==> config.mk <==
export PLATFORM = sky130hd
export DESIGN_NAME = ps2_key_decoder_flat
export DESIGN_NICKNAME = d
export VERILOG_FILES = /design/src/rtl/ps2_pkg.sv /design/src/rtl/ps2_key_decoder_if.sv /design/src/rtl/ps2_rx.sv /design/src/rtl/ps2_key_decoder.sv /design/src/flat_wrapper.sv
export SDC_FILE = /design/constraint.sdc
export NUM_CORES = 1
export LEC_CHECK = 0
export CORE_MARGIN = 2
export CORE_UTILIZATION = 30
export DETAILED_ROUTE_END_ITERATION = 6
export PLACE_DENSITY_LB_ADDON = 0.05
export SLEW_MARGIN = 20
export SYNTH_ARGS = -nofsm -noshare
export SYNTH_HDL_FRONTEND = slang
export SYNTH_HIERARCHICAL = 1
export SYNTH_SLANG_ARGS = --single-unit
==> constraint.sdc <==
create_clock -name pclk -period 1.7 [get_ports pclk]
set_input_delay 0.34 -clock pclk [delete_from_list [all_inputs] [get_ports pclk]]
set_output_delay 0.34 -clock pclk [all_outputs]
set_load 0.01 [all_outputs]
==> src/rtl/ps2_pkg.sv <==
// Shared constants for the PS/2 arrow-key path: key mask encodings (also used by car_ctl),
// scan code set 2 bytes, and the state encodings of the receiver and decoder FSMs.
package ps2_pkg;

    localparam int KEY_UP_BIT    = 0;
    localparam int KEY_DOWN_BIT  = 1;
    localparam int KEY_LEFT_BIT  = 2;
    localparam int KEY_RIGHT_BIT = 3;

    localparam logic [3:0] KEY_UP    = 4'b0001;
    localparam logic [3:0] KEY_DOWN  = 4'b0010;
    localparam logic [3:0] KEY_LEFT  = 4'b0100;
    localparam logic [3:0] KEY_RIGHT = 4'b1000;

    localparam logic [7:0] SC_EXT   = 8'hE0;
    localparam logic [7:0] SC_BRK   = 8'hF0;
    localparam logic [7:0] SC_UP    = 8'h75;
    localparam logic [7:0] SC_DOWN  = 8'h72;
    localparam logic [7:0] SC_LEFT  = 8'h6B;
    localparam logic [7:0] SC_RIGHT = 8'h74;

    typedef enum logic [1:0] {RX_IDLE, RX_DATA, RX_PARITY, RX_STOP} rx_state_t;
    typedef enum logic [1:0] {D_IDLE, D_E0, D_E0F0, D_F0} dec_state_t;

    // Mask bit for an extended arrow scan code; zero for anything else.
    function automatic logic [3:0] key_mask(input logic [7:0] sc);
        logic [3:0] m;
        m = 4'b0000;
        case (sc)
            SC_UP:    m[KEY_UP_BIT]    = 1'b1;
            SC_DOWN:  m[KEY_DOWN_BIT]  = 1'b1;
            SC_LEFT:  m[KEY_LEFT_BIT]  = 1'b1;
            SC_RIGHT: m[KEY_RIGHT_BIT] = 1'b1;
            default:  m = 4'b0000;
        endcase
        return m;
    endfunction

endpackage

==> src/rtl/ps2_key_decoder_if.sv <==
// PS/2 pins in, decoded key mask and raw byte stream out.
// master drives the connector pins; slave is the decoder.
interface ps2_key_decoder_if;
    logic       ps2_clk;
    logic       ps2_data;
    logic [3:0] key;
    logic [7:0] rx_byte;
    logic       rx_valid;
    logic       frame_err;

    modport master (output ps2_clk, ps2_data, input key, rx_byte, rx_valid, frame_err);
    modport slave  (input ps2_clk, ps2_data, output key, rx_byte, rx_valid, frame_err);
endinterface

==> src/rtl/ps2_rx.sv <==
// PS/2 frame receiver: pin sync, clock glitch filter, 11-bit frame FSM with inactivity timeout.
// rx_valid/frame_err pulse one cycle after the stop-bit edge; no backpressure, bytes are fire-and-forget.
module ps2_rx
    import ps2_pkg::*;
#(
    parameter int FILTER_LEN     = 8,
    parameter int TIMEOUT_CYCLES = 130000
) (
    input  logic       pclk,
    input  logic       rst,
    input  logic       ps2_clk,
    input  logic       ps2_data,
    output logic [7:0] rx_byte,
    output logic       rx_valid,
    output logic       frame_err
);
    localparam int              FLT_W   = $clog2(FILTER_LEN + 1);
    localparam logic [FLT_W-1:0] FLT_MAX = FLT_W'(FILTER_LEN - 1);
    localparam logic [17:0]     TO_LIM  = 18'(TIMEOUT_CYCLES);

    logic             clk_s1, clk_s2, dat_s1, dat_s2, clk_f;
    logic [FLT_W-1:0] flt_cnt;
    logic [17:0]      to_cnt;
    logic             fall;

    rx_state_t  state, state_nxt;
    logic [2:0] bit_cnt, bit_nxt;
    logic [7:0] shift, shift_nxt, byte_nxt;
    logic       par_bit, par_nxt, vld_nxt, err_nxt;

    // The filtered level flips on the FILTER_LEN-th consecutive differing sample; a falling flip is the bit strobe.
    assign fall = (clk_s2 != clk_f) && (flt_cnt == FLT_MAX) && !clk_s2;

    always_ff @(posedge pclk) begin
        if (rst) begin
            clk_s1    <= 1'b1;
            clk_s2    <= 1'b1;
            dat_s1    <= 1'b1;
            dat_s2    <= 1'b1;
            clk_f     <= 1'b1;
            flt_cnt   <= '0;
            to_cnt    <= '0;
            state     <= RX_IDLE;
            bit_cnt   <= '0;
            shift     <= '0;
            par_bit   <= 1'b0;
            rx_byte   <= '0;
            rx_valid  <= 1'b0;
            frame_err <= 1'b0;
        end else begin
            clk_s1 <= ps2_clk;
            clk_s2 <= clk_s1;
            dat_s1 <= ps2_data;
            dat_s2 <= dat_s1;
            if (clk_s2 == clk_f) begin
                flt_cnt <= '0;
            end else if (flt_cnt == FLT_MAX) begin
                clk_f   <= clk_s2;
                flt_cnt <= '0;
            end else begin
                flt_cnt <= flt_cnt + 1'b1;
            end
            if (state == RX_IDLE || fall)
                to_cnt <= '0;
            else if (to_cnt != '1)
                to_cnt <= to_cnt + 1'b1;
            state     <= state_nxt;
            bit_cnt   <= bit_nxt;
            shift     <= shift_nxt;
            par_bit   <= par_nxt;
            rx_byte   <= byte_nxt;
            rx_valid  <= vld_nxt;
            frame_err <= err_nxt;
        end
    end

    always_comb begin
        state_nxt = state;
        bit_nxt   = bit_cnt;
        shift_nxt = shift;
        par_nxt   = par_bit;
        byte_nxt  = rx_byte;
        vld_nxt   = 1'b0;
        err_nxt   = 1'b0;
        if (fall) begin
            case (state)
                RX_IDLE: begin
                    if (!dat_s2) begin
                        state_nxt = RX_DATA;
                        bit_nxt   = '0;
                    end
                end
                RX_DATA: begin
                    shift_nxt = {dat_s2, shift[7:1]};
                    if (bit_cnt == 3'd7) state_nxt = RX_PARITY;
                    else                 bit_nxt   = bit_cnt + 3'd1;
                end
                RX_PARITY: begin
                    par_nxt   = dat_s2;
                    state_nxt = RX_STOP;
                end
                RX_STOP: begin
                    if (dat_s2 && (^{shift, par_bit})) begin
                        byte_nxt = shift;
                        vld_nxt  = 1'b1;
                    end else begin
                        err_nxt = 1'b1;
                    end
                    state_nxt = RX_IDLE;
                    bit_nxt   = '0;
                end
                default: state_nxt = RX_IDLE;
            endcase
        end else if (state != RX_IDLE && to_cnt >= TO_LIM) begin
            state_nxt = RX_IDLE;
            bit_nxt   = '0;
        end
    end

endmodule

==> src/rtl/ps2_key_decoder.sv <==
// PS/2 keyboard front end: receives scan code set 2 bytes and holds the arrow-key mask.
// key follows a byte two cycles after its stop-bit edge; no backpressure.
module ps2_key_decoder
    import ps2_pkg::*;
#(
    parameter int FILTER_LEN     = 8,
    parameter int TIMEOUT_CYCLES = 130000
) (
    input  logic             pclk,
    input  logic             rst,
    ps2_key_decoder_if.slave bus
);
    logic [7:0] rx_byte;
    logic       rx_valid, frame_err;
    logic [3:0] key_q, key_nxt;
    dec_state_t dstate, d_nxt;

    ps2_rx #(
        .FILTER_LEN     (FILTER_LEN),
        .TIMEOUT_CYCLES (TIMEOUT_CYCLES)
    ) u_rx (
        .pclk      (pclk),
        .rst       (rst),
        .ps2_clk   (bus.ps2_clk),
        .ps2_data  (bus.ps2_data),
        .rx_byte   (rx_byte),
        .rx_valid  (rx_valid),
        .frame_err (frame_err)
    );

    assign bus.key       = key_q;
    assign bus.rx_byte   = rx_byte;
    assign bus.rx_valid  = rx_valid;
    assign bus.frame_err = frame_err;

    always_ff @(posedge pclk) begin
        if (rst) begin
            dstate <= D_IDLE;
            key_q  <= '0;
        end else begin
            dstate <= d_nxt;
            key_q  <= key_nxt;
        end
    end

    // A corrupted byte may have been a prefix, so the sequence restarts from scratch.
    always_comb begin
        d_nxt   = dstate;
        key_nxt = key_q;
        if (frame_err) begin
            d_nxt = D_IDLE;
        end else if (rx_valid) begin
            case (dstate)
                D_IDLE: begin
                    if (rx_byte == SC_EXT)      d_nxt = D_E0;
                    else if (rx_byte == SC_BRK) d_nxt = D_F0;
                end
                D_E0: begin
                    if (rx_byte == SC_BRK) begin
                        d_nxt = D_E0F0;
                    end else begin
                        key_nxt = key_q | key_mask(rx_byte);
                        d_nxt   = D_IDLE;
                    end
                end
                D_E0F0: begin
                    key_nxt = key_q & ~key_mask(rx_byte);
                    d_nxt   = D_IDLE;
                end
                default: d_nxt = D_IDLE;
            endcase
        end
    end

endmodule

==> src/flat_wrapper.sv <==
// flat-port wrapper written by rule: the top's interface ports become plain ports
module ps2_key_decoder_flat import ps2_pkg::*;
#(
    parameter int FILTER_LEN     = 8,
    parameter int TIMEOUT_CYCLES = 130000
)
  (pclk, rst, bus_ps2_clk, bus_ps2_data, bus_key, bus_rx_byte, bus_rx_valid, bus_frame_err);
  ps2_key_decoder_if bus_i ();
  input  logic pclk;
  input  logic rst;
  input wire logic [$bits(bus_i.ps2_clk)-1:0] bus_ps2_clk;
  input wire logic [$bits(bus_i.ps2_data)-1:0] bus_ps2_data;
  output wire logic [$bits(bus_i.key)-1:0] bus_key;
  output wire logic [$bits(bus_i.rx_byte)-1:0] bus_rx_byte;
  output wire logic [$bits(bus_i.rx_valid)-1:0] bus_rx_valid;
  output wire logic [$bits(bus_i.frame_err)-1:0] bus_frame_err;
  assign bus_i.ps2_clk = bus_ps2_clk;
  assign bus_i.ps2_data = bus_ps2_data;
  assign bus_key = bus_i.key;
  assign bus_rx_byte = bus_i.rx_byte;
  assign bus_rx_valid = bus_i.rx_valid;
  assign bus_frame_err = bus_i.frame_err;
  ps2_key_decoder #(.FILTER_LEN(FILTER_LEN), .TIMEOUT_CYCLES(TIMEOUT_CYCLES)) u_core (.pclk(pclk), .rst(rst), .bus(bus_i));
endmodule
======== Yosys cells after proc, flatten, opt, wreduce, memory -nomap -nowiden ========
Index checks and enable logic that the tools add are counted.
storage, ports and cells
  output and inout bits ................... 14
  input bits .............................. 4
  register bits after elaboration ......... 57
  logic and storage cells ................. 123
cells by class
  magnitude comparators ................... 1
  multiplexer cells ....................... 50
  equality and inequality tests ........... 22
  reduce and logical (&&, ||, !) cells .... 24
  $add $sub $neg .......................... 3
  bitwise gates (word level) .............. 7
operators by type and width
  kind                                                                  count
  2-to-1 mux 1 bit                                                      34
  equality test 8 x 7 -> 1 bit (second input constant)                  4
  adder 18 x 1 -> 18 bit (second input constant)                        1
  greater-or-equal comparator 18 x 17 -> 1 bit (second input constant)  1
  != test 18 bit (second input constant)                                1
  equality test 8 bit (second input constant)                           2
  2-to-1 mux 2 bit                                                      7
  2-to-1 mux 3 bit                                                      4
  != test 3 bit (second input constant)                                 3
  case mux 3 bit (3 select lines)                                       1
  parity 9 bit                                                          1
  case mux 2 bit (4 select lines)                                       1
  case mux 4 bit (2 select lines)                                       1
  AND reduction 2 bit                                                   4
  AND reduction 4 bit                                                   2
  equality test 2 bit (second input constant)                           3
  AND reduction 3 bit                                                   2
  nonzero test 2 bit                                                    3
  OR reduction 3 bit                                                    2
  adder 4 x 1 -> 4 bit (second input constant)                          1
  bitwise AND 4 bit                                                     1
  equality test 2 x 1 -> 1 bit (second input constant)                  2
  equality test 4 x 3 -> 1 bit (second input constant)                  1
  logical AND 1 bit                                                     4
  other kinds (16)                                                      21

======== Depth between registers and ports, before layout ========
  depth after elaboration ................. 9
  gate-level depth with buffers ........... 8

======== Cells and area by module ========
The synthesis kept the hierarchy.
modules (own cells, without submodules)
  module           times used  area each (µm²)  sequential area each (µm²)  cells an instance
  ps2_rx           1           2,439.8          1,021.0                     262
  ps2_key_decoder  1           447.9            120.1                       46

======== Worst setup path before layout ========
No wires, ideal clock.
  kind .................................... reg-to-reg
  start point ............................. register u_core.u_rx.flt_cnt[0]
  end point ............................... register u_core.u_rx.rx_byte[0]
  stages on the path, launching flop included .. 7
  path buffers ............................ 0
  clock period less this slack ............ 1,795 ps
  arrival time ............................ 1,724 ps
  setup time .............................. 72 ps
  path slack .............................. -95 ps
  path through ............................ dfxtp_1 ha_1 nand3b_4 nor2_1 nand2_1 nor3_4 mux2i_1
between the ends
  cells in the longest elaborated chain, start to end .. 4
RTL lines
  what                                  line          source
  start, declared                       ps2_rx.sv:22  logic [FLT_W-1:0] flt_cnt;
  start signal, assigned                ps2_rx.sv:61  flt_cnt <= flt_cnt + 1'b1;
  equality test 4 x 3 -> 1 bit          ps2_rx.sv:32  assign fall = (clk_s2 != clk_f) && (flt_cnt == FLT_MAX) && !clk_s2;
  logical AND 1 bit (2 in a row)        ps2_rx.sv:32
  AND reduction 3 bit (no source line)  --
  end signal, assigned                  ps2_rx.sv:71  rx_byte <= byte_nxt;
  end, declared                         ps2_rx.sv:13  output logic [7:0] rx_byte,
Every way passes these cells.
A chain may end at the register's enable or synchronous reset.

======== Final worst setup path ========
  start point ............................. register u_core.u_rx.shift[3]
  end point ............................... register u_core.u_rx.rx_byte[2]
between the ends
  cells in the longest elaborated chain, start to end .. 3
RTL lines
  what                                  line           source
  start, declared                       ps2_rx.sv:28   logic [7:0] shift, shift_nxt, byte_nxt;
  start signal, assigned                ps2_rx.sv:69   shift <= shift_nxt;
  parity 9 bit                          ps2_rx.sv:103  if (dat_s2 && (^{shift, par_bit})) begin
  logical AND 1 bit                     ps2_rx.sv:103
  AND reduction 3 bit (no source line)  --
Every way passes these cells.

==> impl_metrics.toml <==
[clocking]
cts.htree.levels = 3
cts_root_buf = "clkbuf_8"
clock_latency_ns = 0.34
clk_pin_slew_ns = 0.06
cts_tree = "done"
cts_made_buffers = 9
clockBufferDepth = 2
cts_hold_buf = 0
cts.sinks = 57

[sta]
worstMarginPinSlew_ns = 0.3043
finalHoldViolCount = 0
fmax_ghz = 0.5932
period_share_pct = 99.17
relSlewSlack_pct = 79.53
period_needed_ns = 1.686
rsz0062_at_grt = "yes"
slew_viol_final = 0
setup_violations = 0
skew_ns = 0.009681
layout_setup_ws_ns = 0.01417
fin_hold_ws_ns = 0.4077

[power]
fin_total_pwr_uw = 2527
p_leak_uw = 0.001388
irDropWorstVdd_uv = 334.1
power_density_nw_per_um2 = 684.0

[detailed_routing]
drc = 0
firstDrtPassIters = 4
drtIter0Drc = 27
routed_wl_um = 6173
viasPerCell = 4.610
ant_nets = 0
routedWlPerCell_um = 12.60
dr_total_vias = 2259

[critical_path]
cp_slowest_cell = "xnor3_1"
path_cells = "xnor2_2 > xnor3_1 > xnor2_2 > nor3_4 > buf_12 > mux2i_1"
max_stage_delay_ns = 0.46
crit_path_end_kind = "flop"
cp_max_fo = 8
crit_top_cell = "xnor2_2"
start_kind = "flop"
arrival_ns = 1.94
worstPathRequired_ns = 1.96
worstSetupPathType = "reg -> reg"

[min_path]
hold_class = "reg -> reg"

[global_routing]
grt_pass1_vias = 2134
grt_max_degree = 35
track_usage_pct = 12.90
grt_pass1_wl_um = 10330
antenna_found_initial = 0
grt_overflow = 0

[floorplan]
die_area_um2 = 10430
initial_core_util_pct = 31.11
row_count = 35
die_y_um = 102.1
io_pins = 18
core_area_um2 = 9284
die_w_um = 102.1

[job]
max-cap-violations = 0

[final_layout]
fillers = 962
diodes = 0
final_cell_area_um2 = 3695
final_common_cell = "dfxtp_1"
fin_cells = 490
layout-drive-gt1-share_pct = 27.98
mostFrequentLayoutCells = "dfxtp_1, nor2_1, buf_4"
areaGrowthSynthToFinish_pct = 27.95
nets = 372

[placed_design]
place_inst = 471
place_area_um2 = 3387
routabilityCongestion = 0.7369
portBuffers = 17
place_ws_ns = -0.06130
dp_hpwl_um = 4406

[synth]
ys_warn_count = 6
yosysUniqueCellTypes = 54
synth_top_area_share_pct = 39.51
syn_area_um2 = 2888
synthesis.nets = 324
ys_seq_elements = 57
synth_area_per_cell_um2 = 9.376
syn_inst = 308
synth_flop_cell = "dfxtp_1"
synth_seq_area_share_pct = 39.51
yosys.area.top_type = "dfxtp_1"
postSynth.asyncResetShare_pct = 0
synth_edf_count = 0
yosys-top-cells-area = "dfxtp_1, mux2i_1, ha_1"

[status]
status = "finished, final reports clean"
==> cell families after synthesis <==
kind of cell | Yosys count | synth area share, %
AO/OA/AOI/OAI | 47 | 11.57
XOR/XNOR | 20 | 6.542
multiplexers | 20 | 6.976
buffers and inverters | 26 | 3.986
adder cells (fa/ha/maj) | 12 | 5.199
flip-flops | 57 | 39.51
AND/OR/NAND/NOR | 126 | 26.21
==> final timing paths <==
kind / startpoint / end / slack [ns] / cells past startpoint
worst max-delay path: u_core/u_rx/shift[3]$_SDFFE_PP0P_ / u_core/u_rx/rx_byte[2]$_SDFFE_PP0P_ / 0.01 / 6
worst min-delay path: u_core/u_rx/dat_s1$_SDFF_PP1_ / u_core/u_rx/dat_s2$_SDFF_PP1_ / 0.41 / 1
worst max register to register: u_core/u_rx/shift[3]$_SDFFE_PP0P_ / u_core/u_rx/rx_byte[2]$_SDFFE_PP0P_ / 0.01 / 6
worst min register to register: u_core/u_rx/dat_s1$_SDFF_PP1_ / u_core/u_rx/dat_s2$_SDFF_PP1_ / 0.41 / 1
==> routing by layer <==
layer | global-route usage [%] | vias up | wire length, um
met5 | 0 | - | 0
met4 | 5.846 | 0 | 114
met3 | 3.283 | 10 | 174
met2 | 19.33 | 22 | 2741
met1 | 17.48 | 1054 | 3143
li1 | - | 1173 | -
==> layout make-up <==
class	instances	area (um2)	area share [%]
inverters	16	60.06	1.625
clock inverters	3	15.01	0.4064
clock buffers	13	158.9	4.301
multi-input cells	225	1740	47.10
flip-flops and latches	57	1151	31.15
repair buffers	47	407.9	11.04
well taps	129	161.4	4.368
==> metrics by stage <==
| stage | util [%] | TNS, ns |
|---|---|---|
| 2_1_floorplan | - | 0 |
| 3_3_place_gp | 36.48 | -1.572 |
| 3_5_place_dp | 36.48 | -0.8491 |
| 4_1_cts | 38.68 | -0.02203 |
| 5_1_grt | 39.80 | -0.6858 |
| 6_report | 39.80 | 0 |
==> registers in the layout, indices dropped and copies added (netlist names), named ones only <==
name / flops
u_core/u_rx/shift: 8
u_core/u_rx/dat_s1: 1
u_core/u_rx/clk_s1: 1
u_core/u_rx/to_cnt: 18
u_core/u_rx/rx_valid: 1
u_core/u_rx/rx_byte: 8
u_core/u_rx/clk_s2: 1
u_core/dstate: 2
u_core/u_rx/flt_cnt: 4
u_core/u_rx/state: 2
u_core/u_rx/dat_s2: 1
u_core/u_rx/clk_f: 1
u_core/u_rx/par_bit: 1
u_core/u_rx/frame_err: 1
u_core/u_rx/bit_cnt: 3
==> cell usage after synthesis (all sizes together) (2+ instances only) <==
cell and instances:
nand4 6, ha 12, o211ai 2, clkbuf 6, nor2b 2, and3 4
dfxtp 57, xnor2 13, nand2b 4, or2 7, a41o 4, o21ai 10
and4b 3, nand2 15, nor4 3, a21oi 12, a41oi 3, a31oi 3
buf 4, xor2 6, and2 2, or3 6, and3b 2, nand3 4
nor2 37, or2b 16, mux2i 19, nor3 9, a211oi 3, inv 16
o2111ai 2
==> report_power, final <==
part / total [uW] / leakage [uW] / switching (uW) / internal, uW
Combinational: 44.3 / 0.000832 / 25.1 / 19.2
Sequential: 1340 / 0.000463 / 2.97 / 1340
Clock: 1140 / 0.0000932 / 539 / 602
==> critical path, delay by kind of cell, from the launching register on <==
| kind | cells | cell delay [ns] |
|---|---|---|
| buffers and inverters | 1 | 0.16 |
| DFF | 1 | 0.33 |
| and+or+nand+nor | 1 | 0.15 |
| xor gates and xnor gates | 3 | 0.79 |
| muxes | 1 | 0.18 |
==> repair_timing <==
action | CTS | global route
hold endpoints to repair | 0 | 0
resized for setup | 10 | 21
pin swaps | 2 | 4
endpoints found under the setup margin | 13 | 35
setup buffers | 0 | 3
cloned | 0 | 0
(Power assumes the default switching activity.)
